$ cat src/rtl/hangman_core.sv
`default_nettype none
// ------------------------------------------------------------------------------------------
// hangman_core - hangman game engine, one letter position checked per cycle. Rev 1.0
// Option: define HANGMAN_REPEAT_PENALTY_EN to count a guess that reveals nothing new as a miss.
// ------------------------------------------------------------------------------------------
module hangman_core #(
  parameter int WORD_LEN  = 5,
  parameter int CHAR_W    = 8,
  parameter int MAX_TRIES = 7,
  parameter int IDX_W     = 6
) (
  input  logic                       clk,
  input  logic                       reset,
  input  logic                       start_i,
  input  logic                       guess_valid_i,
  input  logic [CHAR_W-1:0]          guess_char_i,
  output logic                       guess_ready_o,
  output logic [IDX_W-1:0]           word_idx_o,
  input  logic [WORD_LEN*CHAR_W-1:0] word_data_i,
  output logic [WORD_LEN-1:0]        revealed_o,
  output logic [3:0]                 tries_o,
  output logic                       win_o,
  output logic                       lose_o,
  output logic                       busy_o
);

  localparam int               POS_W     = $clog2(WORD_LEN);
  localparam logic [POS_W-1:0] LAST_POS  = POS_W'(WORD_LEN - 1);
  localparam logic [3:0]       TRY_MAX   = 4'(MAX_TRIES);
  localparam logic [15:0]      LFSR_SEED = 16'h0001;

  typedef enum logic [2:0] {
    S_IDLE   = 3'd0,
    S_LOAD   = 3'd1,
    S_GUESS  = 3'd2,
    S_CHECK  = 3'd3,
    S_UPDATE = 3'd4,
    S_WIN    = 3'd5,
    S_LOSE   = 3'd6
  } state_e;

  state_e                     state_q, state_d;
  logic [15:0]                lfsr_q, lfsr_d;
  logic [WORD_LEN*CHAR_W-1:0] word_q, word_d;
  logic [CHAR_W-1:0]          guess_q, guess_d;
  logic [POS_W-1:0]           pos_q, pos_d;
  logic [WORD_LEN-1:0]        rev_q, rev_d;
  logic [3:0]                 tries_q, tries_d;
  logic                       hit_q, hit_d;
  logic [IDX_W-1:0]           idx_q, idx_d;
  logic                       ready_q, ready_d;
  logic                       busy_q, busy_d;
  logic                       win_q, win_d;
  logic                       lose_q, lose_d;
  logic                       publish_q, publish_d;
  logic [WORD_LEN-1:0]        rev_out_q, rev_out_d;
  logic [3:0]                 tries_out_q, tries_out_d;

  logic [CHAR_W-1:0] word_chars [WORD_LEN];
  logic              pos_match;
  logic [3:0]        tries_miss;
  logic [3:0]        tries_upd;

  for (genvar g = 0; g < WORD_LEN; g++) begin : g_chars
    assign word_chars[g] = word_q[g*CHAR_W +: CHAR_W];
  end

  assign pos_match  = (word_chars[pos_q] == guess_q);
  assign tries_miss = (tries_q >= TRY_MAX) ? tries_q : tries_q + 4'd1;
  assign tries_upd  = hit_q ? tries_q : tries_miss;

  function automatic logic is_busy(input state_e s);
    return (s == S_LOAD) || (s == S_CHECK) || (s == S_UPDATE);
  endfunction

  always_comb begin
    state_d = state_q;
    lfsr_d  = {lfsr_q[14:0], lfsr_q[15] ^ lfsr_q[13] ^ lfsr_q[12] ^ lfsr_q[10]};
    word_d  = word_q;
    guess_d = guess_q;
    pos_d   = pos_q;
    rev_d   = rev_q;
    tries_d = tries_q;
    hit_d   = hit_q;
    idx_d   = idx_q;

    case (state_q)
      S_IDLE, S_WIN, S_LOSE: begin
        if (start_i) begin
          state_d = S_LOAD;
          idx_d   = lfsr_q[IDX_W-1:0];
          rev_d   = '0;
          tries_d = 4'd0;
        end
      end
      S_LOAD: begin
        word_d  = word_data_i;
        state_d = S_GUESS;
      end
      S_GUESS: begin
        if (guess_valid_i && ready_q) begin
          guess_d = guess_char_i;
          hit_d   = 1'b0;
          pos_d   = '0;
          state_d = S_CHECK;
        end
      end
      S_CHECK: begin
        if (pos_match) begin
          rev_d[pos_q] = 1'b1;
`ifdef HANGMAN_REPEAT_PENALTY_EN
          if (!rev_q[pos_q]) hit_d = 1'b1;
`else
          hit_d = 1'b1;
`endif
        end
        if (pos_q == LAST_POS) state_d = S_UPDATE;
        else                   pos_d   = pos_q + POS_W'(1);
      end
      S_UPDATE: begin
        tries_d = tries_upd;
        // A full reveal wins even if this same guess used up the last try.
        if (&rev_q)                    state_d = S_WIN;
        else if (tries_upd == TRY_MAX) state_d = S_LOSE;
        else                           state_d = S_GUESS;
      end
      default: state_d = S_IDLE;
    endcase

    // Results are published one cycle after UPDATE; ready and win/lose wait for the same edge.
    ready_d     = (state_q == S_GUESS) && (state_d == S_GUESS);
    busy_d      = is_busy(state_q) || is_busy(state_d);
    win_d       = (state_q == S_WIN) && (state_d == S_WIN);
    lose_d      = (state_q == S_LOSE) && (state_d == S_LOSE);
    publish_d   = (state_q == S_UPDATE);
    rev_out_d   = (publish_q || state_q == S_LOAD) ? rev_q : rev_out_q;
    tries_out_d = (publish_q || state_q == S_LOAD) ? tries_q : tries_out_q;
  end

  always_ff @(posedge clk) begin
    if (reset) begin
      state_q     <= S_IDLE;
      lfsr_q      <= LFSR_SEED;
      word_q      <= '0;
      guess_q     <= '0;
      pos_q       <= '0;
      rev_q       <= '0;
      tries_q     <= 4'd0;
      hit_q       <= 1'b0;
      idx_q       <= '0;
      ready_q     <= 1'b0;
      busy_q      <= 1'b0;
      win_q       <= 1'b0;
      lose_q      <= 1'b0;
      publish_q   <= 1'b0;
      rev_out_q   <= '0;
      tries_out_q <= 4'd0;
    end else begin
      state_q     <= state_d;
      lfsr_q      <= lfsr_d;
      word_q      <= word_d;
      guess_q     <= guess_d;
      pos_q       <= pos_d;
      rev_q       <= rev_d;
      tries_q     <= tries_d;
      hit_q       <= hit_d;
      idx_q       <= idx_d;
      ready_q     <= ready_d;
      busy_q      <= busy_d;
      win_q       <= win_d;
      lose_q      <= lose_d;
      publish_q   <= publish_d;
      rev_out_q   <= rev_out_d;
      tries_out_q <= tries_out_d;
    end
  end

  assign guess_ready_o = ready_q;
  assign word_idx_o    = idx_q;
  assign revealed_o    = rev_out_q;
  assign tries_o       = tries_out_q;
  assign win_o         = win_q;
  assign lose_o        = lose_q;
  assign busy_o        = busy_q;

endmodule
`default_nettype wire

$ cat config.mk
export PLATFORM = sky130hd
export DESIGN_NAME = hangman_core
export DESIGN_NICKNAME = d
export VERILOG_FILES = /design/src/rtl/hangman_core.sv
export SDC_FILE = /design/constraint.sdc
export NUM_CORES = 1
export LEC_CHECK = 0
export ABC_AREA = 0
export BUFFER_PORTS_ARGS = -buffer_cell sky130_fd_sc_hd__buf_2
export CORE_MARGIN = 4
export CORE_UTILIZATION = 40
export DETAILED_ROUTE_END_ITERATION = 10
export PLACE_DENSITY = 0.64
export SYNTH_ARGS = -nofsm -noshare
export SYNTH_HDL_FRONTEND = slang
export SYNTH_SLANG_ARGS = --single-unit
export TNS_END_PERCENT = 20
$ cat constraint.sdc
create_clock -name clk -period 2.5 [get_ports clk]
set_input_delay 0 -clock clk [delete_from_list [all_inputs] [get_ports clk]]
set_output_delay 0 -clock clk [all_outputs]
set_load 0.1 [all_outputs]
==> results.yml, run 1 <==
outcome:
  outcome: "completed"
placed_design:
  port_buffers: 70
  dp.cells: 677
  gp_congestion: 0.828
  place_hpwl_mm: 7.22
global_route:
  grt_remaining_overflow: 0
  grt_pass1_wl_mm: 17.5
  grt_max_degree: 54
  grt_pass1_vias: 3736
  track_usage_pct: 17.0
  antenna_found_initial: 0
finish:
  diodes: 0
  final_cell_count_no_fill: 742
  area_growth_pct: 28.6
  layout.nets: 656
  drive_gt1_share_pct: 18.6
drt:
  route.met3.wl_um: 467
  viasPerCell: 4.98
  ant_nets: 0
  wire_per_inst_um: 13.8
  wl_met2_mm: 5.02
  drc_errors: 0
  dr_total_vias: 3698
  met1Wirelength_mm: 4.66
  top_layer: "met4"
  finalWirelength_mm: 10.3
  drt-initial-drc-count: 232
  drt_pass1_iterations: 5
setup_path:
  crit_slowest_cell: "mux4_2"
  critPathMaxStageDelay_ns: 0.54
  worstPathRequired_ns: 2.73
  end_kind: "flip-flop"
  start_kind: "flip-flop"
  arrival_ns: 2.53
  path_max_fanout: 17
  crit_chain: "buf_4 > mux4_2 > a31oi_1 > nand4_1 > nor4_4 > o21ai_0"
  crit_type: "flip-flop to flip-flop"
synth:
  synth_cell_type_count: 57
  synthFlopType: "dfxtp_1"
  yosys-top-cells-count: "dfxtp_1 (100), nand2_1 (100), a21oi_1 (64)"
  synth-seq-cells: 100
  syn_inst: 492
  synthesis.nets: 547
  syn_avg_cell_area_um2: 8.64
  synth.top_cell.area_share_pct: 47.1
  netlist_area_um2: 4250
  synthTopCellsByArea: "dfxtp_1 (47%), nand2_1 (8.8%), a21oi_1 (7.5%)"
  async_reset_ff_share_pct: 0
  synth_edf_count: 0
  ys_warn_count: 0
  ys_seq_area_share_pct: 47.1
  synth_area_leader_cell: "dfxtp_1"
clock_tree:
  clock_path_buffers: 2
  clkLatencyLatePin_ns: 0.36
  cts_tree: "done"
  cts_buffers: 9
  clock_sinks: 100
  ctsResizeCount: 0
  clkTransAtPathRegs_ns: 0.10
  cts_root_buf: "clkbuf_8"
  htree_num_levels: 3
timing:
  whs_ns: 0.0810
  finalSetupViolCount: 0
  rsz0062_at_grt: "false"
  hold_viol: 0
  period_share_pct: 91.7
  tightest_slew_ns: 0.520
  skew_ns: 0.0105
  max_freq_mhz: 436
  maxSlewHeadroom_pct: 65.2
  tns_ns: 0
  fin_crit_ns: 2.29
  slew_violations: 0
pwr:
  leakage_nw: 2.12
  p_sw_share_pct: 25.7
  power.density_nw_per_um2: 589
  combPwrFrac_pct: 12.7
  p_sw_mw: 0.828
  pwr-share-clk_pct: 35.2
  vdd_ir_drop_max_v: 0.000326
  internal_power_mw: 2.39
  seqPwrFrac_pct: 52.0
die:
  initial_core_util_pct: 41.2
  num_rows: 37
  die_h_um: 111
  die-width_um: 111
  coreArea_um2: 10300
  ioPinCount: 71
  die_area_um2: 12300
flow_run:
  maxCapViolations: 0
hold_path:
  hold_path_class: "input port to flip-flop"
[critical path: cells and delay by family (launching register included)]
family / cells / cell delay (ns)
AND/OR/NAND/NOR: 2 / 0.61
multiplexers: 1 / 0.54
flip-flops: 1 / 0.43
AO/OA/AOI/OAI: 2 / 0.32
buffers and inverters: 1 / 0.26
[logic make-up (layout without fill, tap and decap cells)]
| kind of cell | Yosys count | after routing | share of synthesized area, % |
|---|---|---|---|
| adders and majority gates | 3 | 3 | 0.883 |
| xor gates and xnor gates | 11 | 11 | 2.27 |
| muxes | 30 | 30 | 8.18 |
| AOI/OAI and AO/OA | 112 | 112 | 15.7 |
| and+or+nand+nor | 193 | 193 | 21.7 |
| DFF | 100 | 100 | 47.1 |
| buffers and inverters | 43 | 157 | 4.18 |
[registers in the layout (all words and copies together), names as in the netlist, 3 cells and up]
register and count:
pos_q 3, guess_q 8, tries_q 4, state_q 3, revealed_o 5, rev_q 5
word_idx_o 6, word_q 40, lfsr_q 16, tries_o 4
[cell usage in the layout, fill, tap and decap left out, types with 3 or more instances in the layout]
cell type      netlist  final
ha_1                 3      3
nand2_1            100    100
a22oi_1              3      3
buf_4                0     12
a21oi_1             64     64
a22o_1               5      5
dfxtp_1            100    100
nand2b_1             9      9
a211oi_1             3      3
o21a_1               3      3
o21ai_0             15     14
and2_1               4      4
dlygate4sd3_1        0     49
nand3b_1             5      5
nor2_1              30     30
nor2b_1             17     17
clkbuf_8             0      9
buf_2                7     70
xor2_1               5      5
inv_1                8      8
xnor2_1              6      6
nor3_1              11     11
mux2i_1             25     25
[timing repair]
item                                    in CTS  in global routing
hold buffers                                49                  0
endpoints found under the setup margin       0                  0
setup buffers                                0                  0
endpoints found under the hold margin       50                  0
[power groups by stage]
stage	logic [mW]	registers [mW]	clock network, mW
3_5_place_dp	0.350	1.71	0
3_3_place_gp	0.344	1.71	0
4_1_cts	0.410	1.68	1.16
5_1_grt	0.453	1.68	1.22
6_report	0.410	1.68	1.14
2_1_floorplan	0.210	1.74	0
[stage by stage]
stage	power [mW]	util, %	setup WS [ns]	instance area, um2
after floorplan	1.95	-	0.375	4250
after global placement	2.06	46.0	0.267	4750
after detailed placement	2.07	46.0	0.223	4750
after CTS	3.25	53.0	0.198	5470
after global routing	3.36	53.0	0.0146	5470
final	3.22	53.0	0.208	5470
[metal layers]
metal	GRT usage, %	vias up
li1	-	1900
met1	21.4	1694
met2	29.4	90
met3	3.71	14
met4	4.87	0
met5	0	-
[final cells by class]
cell class	instances	area [um2]
Timing Repair Buffer	133	971
Multi-Input combinational cell	349	2070
Fill cell	954	4860
Sequential cell	100	2000
Clock inverter	7	98.8
Tap cell	136	170
Clock buffer	9	124
Inverter	8	30.0
[final timing paths]
kind	from	endpoint	slack [ns]	depth (start not counted)
worst max-delay path	pos_q[0]	tries_q[1]	0.21	6
worst min-delay path	reset	tries_q[3]	0.08	2
worst min register to register	lfsr_q[7]	lfsr_q[8]	0.44	1
worst max register to register	pos_q[0]	tries_q[1]	0.21	6
No activity file was read; power rests on OpenSTA's default activity.
==> run 2, diff against run 1 <==
--- a/config.mk
+++ b/config.mk
@@ -12,4 +12,6 @@
 export DETAILED_ROUTE_END_ITERATION = 10
 export PLACE_DENSITY = 0.64
+export RECOVER_POWER = 100
+export SLEW_MARGIN = 20
 export SYNTH_ARGS = -nofsm -noshare
 export SYNTH_HDL_FRONTEND = slang
==> constraint.sdc (replaced) <==
create_clock -name clk -period 2.5 [get_ports clk]
set_input_delay 0.25 -clock clk [delete_from_list [all_inputs] [get_ports clk]]
set_output_delay 0.25 -clock clk [all_outputs]
set_load 0.1 [all_outputs]
==> results.yml, run 2 (same netlist as run 1, synthesis figures left out) <==
drt:
  viasPerCell: 5.04
  drc_errors: 0
  finalWirelength_mm: 9.79
  dr_total_vias: 3495
  drt-initial-drc-count: 202
  ant_nets: 0
  drt_pass1_iterations: 4
  wire_per_inst_um: 14.1
setup_path:
  regToRegEndpoint: "tries_q[1]"
  crit_end: "tries_q[1]"
  arrival_ns: 2.51
  end_kind: "flip-flop"
  setup.worst_path.start: "pos_q[2]"
  path_max_fanout: 11
  rr_worst_depth: 7
  worst-r2r-setup-slack_ns: 0.23
  r2r-start: "pos_q[2]"
  worstPathRequired_ns: 2.74
  start_kind: "flip-flop"
  crit_type: "flip-flop to flip-flop"
timing:
  hold_viol: 0
  tns_ns: 0
  period_share_pct: 90.7
  skew_ns: 0.00815
  finalSetupViolCount: 0
  maxSlewHeadroom_pct: 14.4
  rsz0062_at_grt: "false"
  fin_crit_ns: 2.27
  slew_violations: 0
  tightest_slew_ns: 1.28
  max_freq_mhz: 441
clock_tree:
  cts_root_buf: "clkbuf_8"
  cts_buffers: 9
  clock_sinks: 100
  htree_num_levels: 3
  clock_path_buffers: 2
  clkTransAtPathRegs_ns: 0.09
  clkLatencyLatePin_ns: 0.36
  cts_tree: "done"
  ctsResizeCount: 0
placed_design:
  gp_congestion: 0.816
  port_buffers: 70
  dp.cells: 677
  place_hpwl_mm: 7.19
hold_path:
  hold_path_class: "input port to flip-flop"
  hold_depth: 3
  holdCritStartpoint: "word_data_i[27]"
global_route:
  track_usage_pct: 16.3
  grt_pass1_vias: 3434
  grt_pass1_wl_mm: 16.5
  grt_max_degree: 49
  antenna_found_initial: 0
  grt_remaining_overflow: 0
die:
  die_h_um: 111
  num_rows: 37
  coreArea_um2: 10300
  die-width_um: 111
  ioPinCount: 71
  die_area_um2: 12300
  initial_core_util_pct: 41.2
outcome:
  outcome: "completed"
finish:
  top_regs: "word_q: 40 flops, lfsr_q: 16 flops, guess_q: 8 flops"
  final_cell_mix: "nand2_1 (100), dfxtp_1 (100), a21oi_1 (64)"
  final_cell_count_no_fill: 693
  top_register: "word_q"
  largest_register_ffs: 40
  drive_gt1_share_pct: 15.8
  layout.nets: 607
  diodes: 0
  area_growth_pct: 14.8
pwr:
  power.density_nw_per_um2: 613
  vdd_ir_drop_max_v: 0.000247
  leakage_nw: 1.80
flow_run:
  maxCapViolations: 0
## run 2: metal layers
layer	routed length, um	track usage, %	share of wire, %
met1	4600	20.9	47
met2	4550	27.0	47
met3	411	2.89	4.2
met4	217	7.14	2.2
met5	0	0	0
## run 2: worst min path at each step
stage / endpoint / slack (ns)
6_report: word_q[27] / 0.12
5_1_grt: word_q[27] / 0.11
4_1_cts: word_q[27] / 0.1
3_5_place_dp: lfsr_q[12] / 0.43
3_3_place_gp: lfsr_q[9] / 0.42
2_1_floorplan: win_o / 0.33
## run 2: report_power, final
part	leakage [nW]	total [mW]	switching [mW]	internal, mW
logic	0.893	0.338	0.218	0.120
clock network	0.0917	0.975	0.532	0.443
registers	0.811	1.68	0.0325	1.64
## run 2: what timing repair did
item / 4_1_cts / 5_1_grt
hold buffers: 0 / 0
hold endpoints to repair: 0 / 0
setup buffers: 0 / 0
endpoints found under the setup margin: 0 / 1
## run 2: critical path: stages, from the launching register on
cell,delay (ns)
dfxtp_1,0.43
buf_4,0.22
or2_2,0.35
o221ai_1,0.21
xnor2_1,0.15
o211ai_1,0.17
nor4_4,0.48
o21ai_0,0.14
## run 2: cell type report
class / instances / area [um2]
Clock buffer: 13 / 169
Timing Repair Buffer: 84 / 424
Clock inverter: 3 / 20.0
Inverter: 8 / 30.0
Sequential cell: 100 / 2000
Multi-Input combinational cell: 349 / 2070
Tap cell: 136 / 170
Fill cell: 1057 / 5440
## run 2: metrics by stage
stage	utilization, %	hold slack [ns]	setup WS [ns]	instance area [um2]	power [mW]
final	47.3	0.117	0.233	4880	2.99
after detailed placement	46.0	0.432	0.217	4750	2.06
after CTS	47.9	0.0960	0.196	4940	3.04
after global placement	46.0	0.415	0.274	4750	2.06
after floorplan	-	0.327	0.375	4250	1.95
after global routing	47.3	0.112	0.0446	4880	3.12
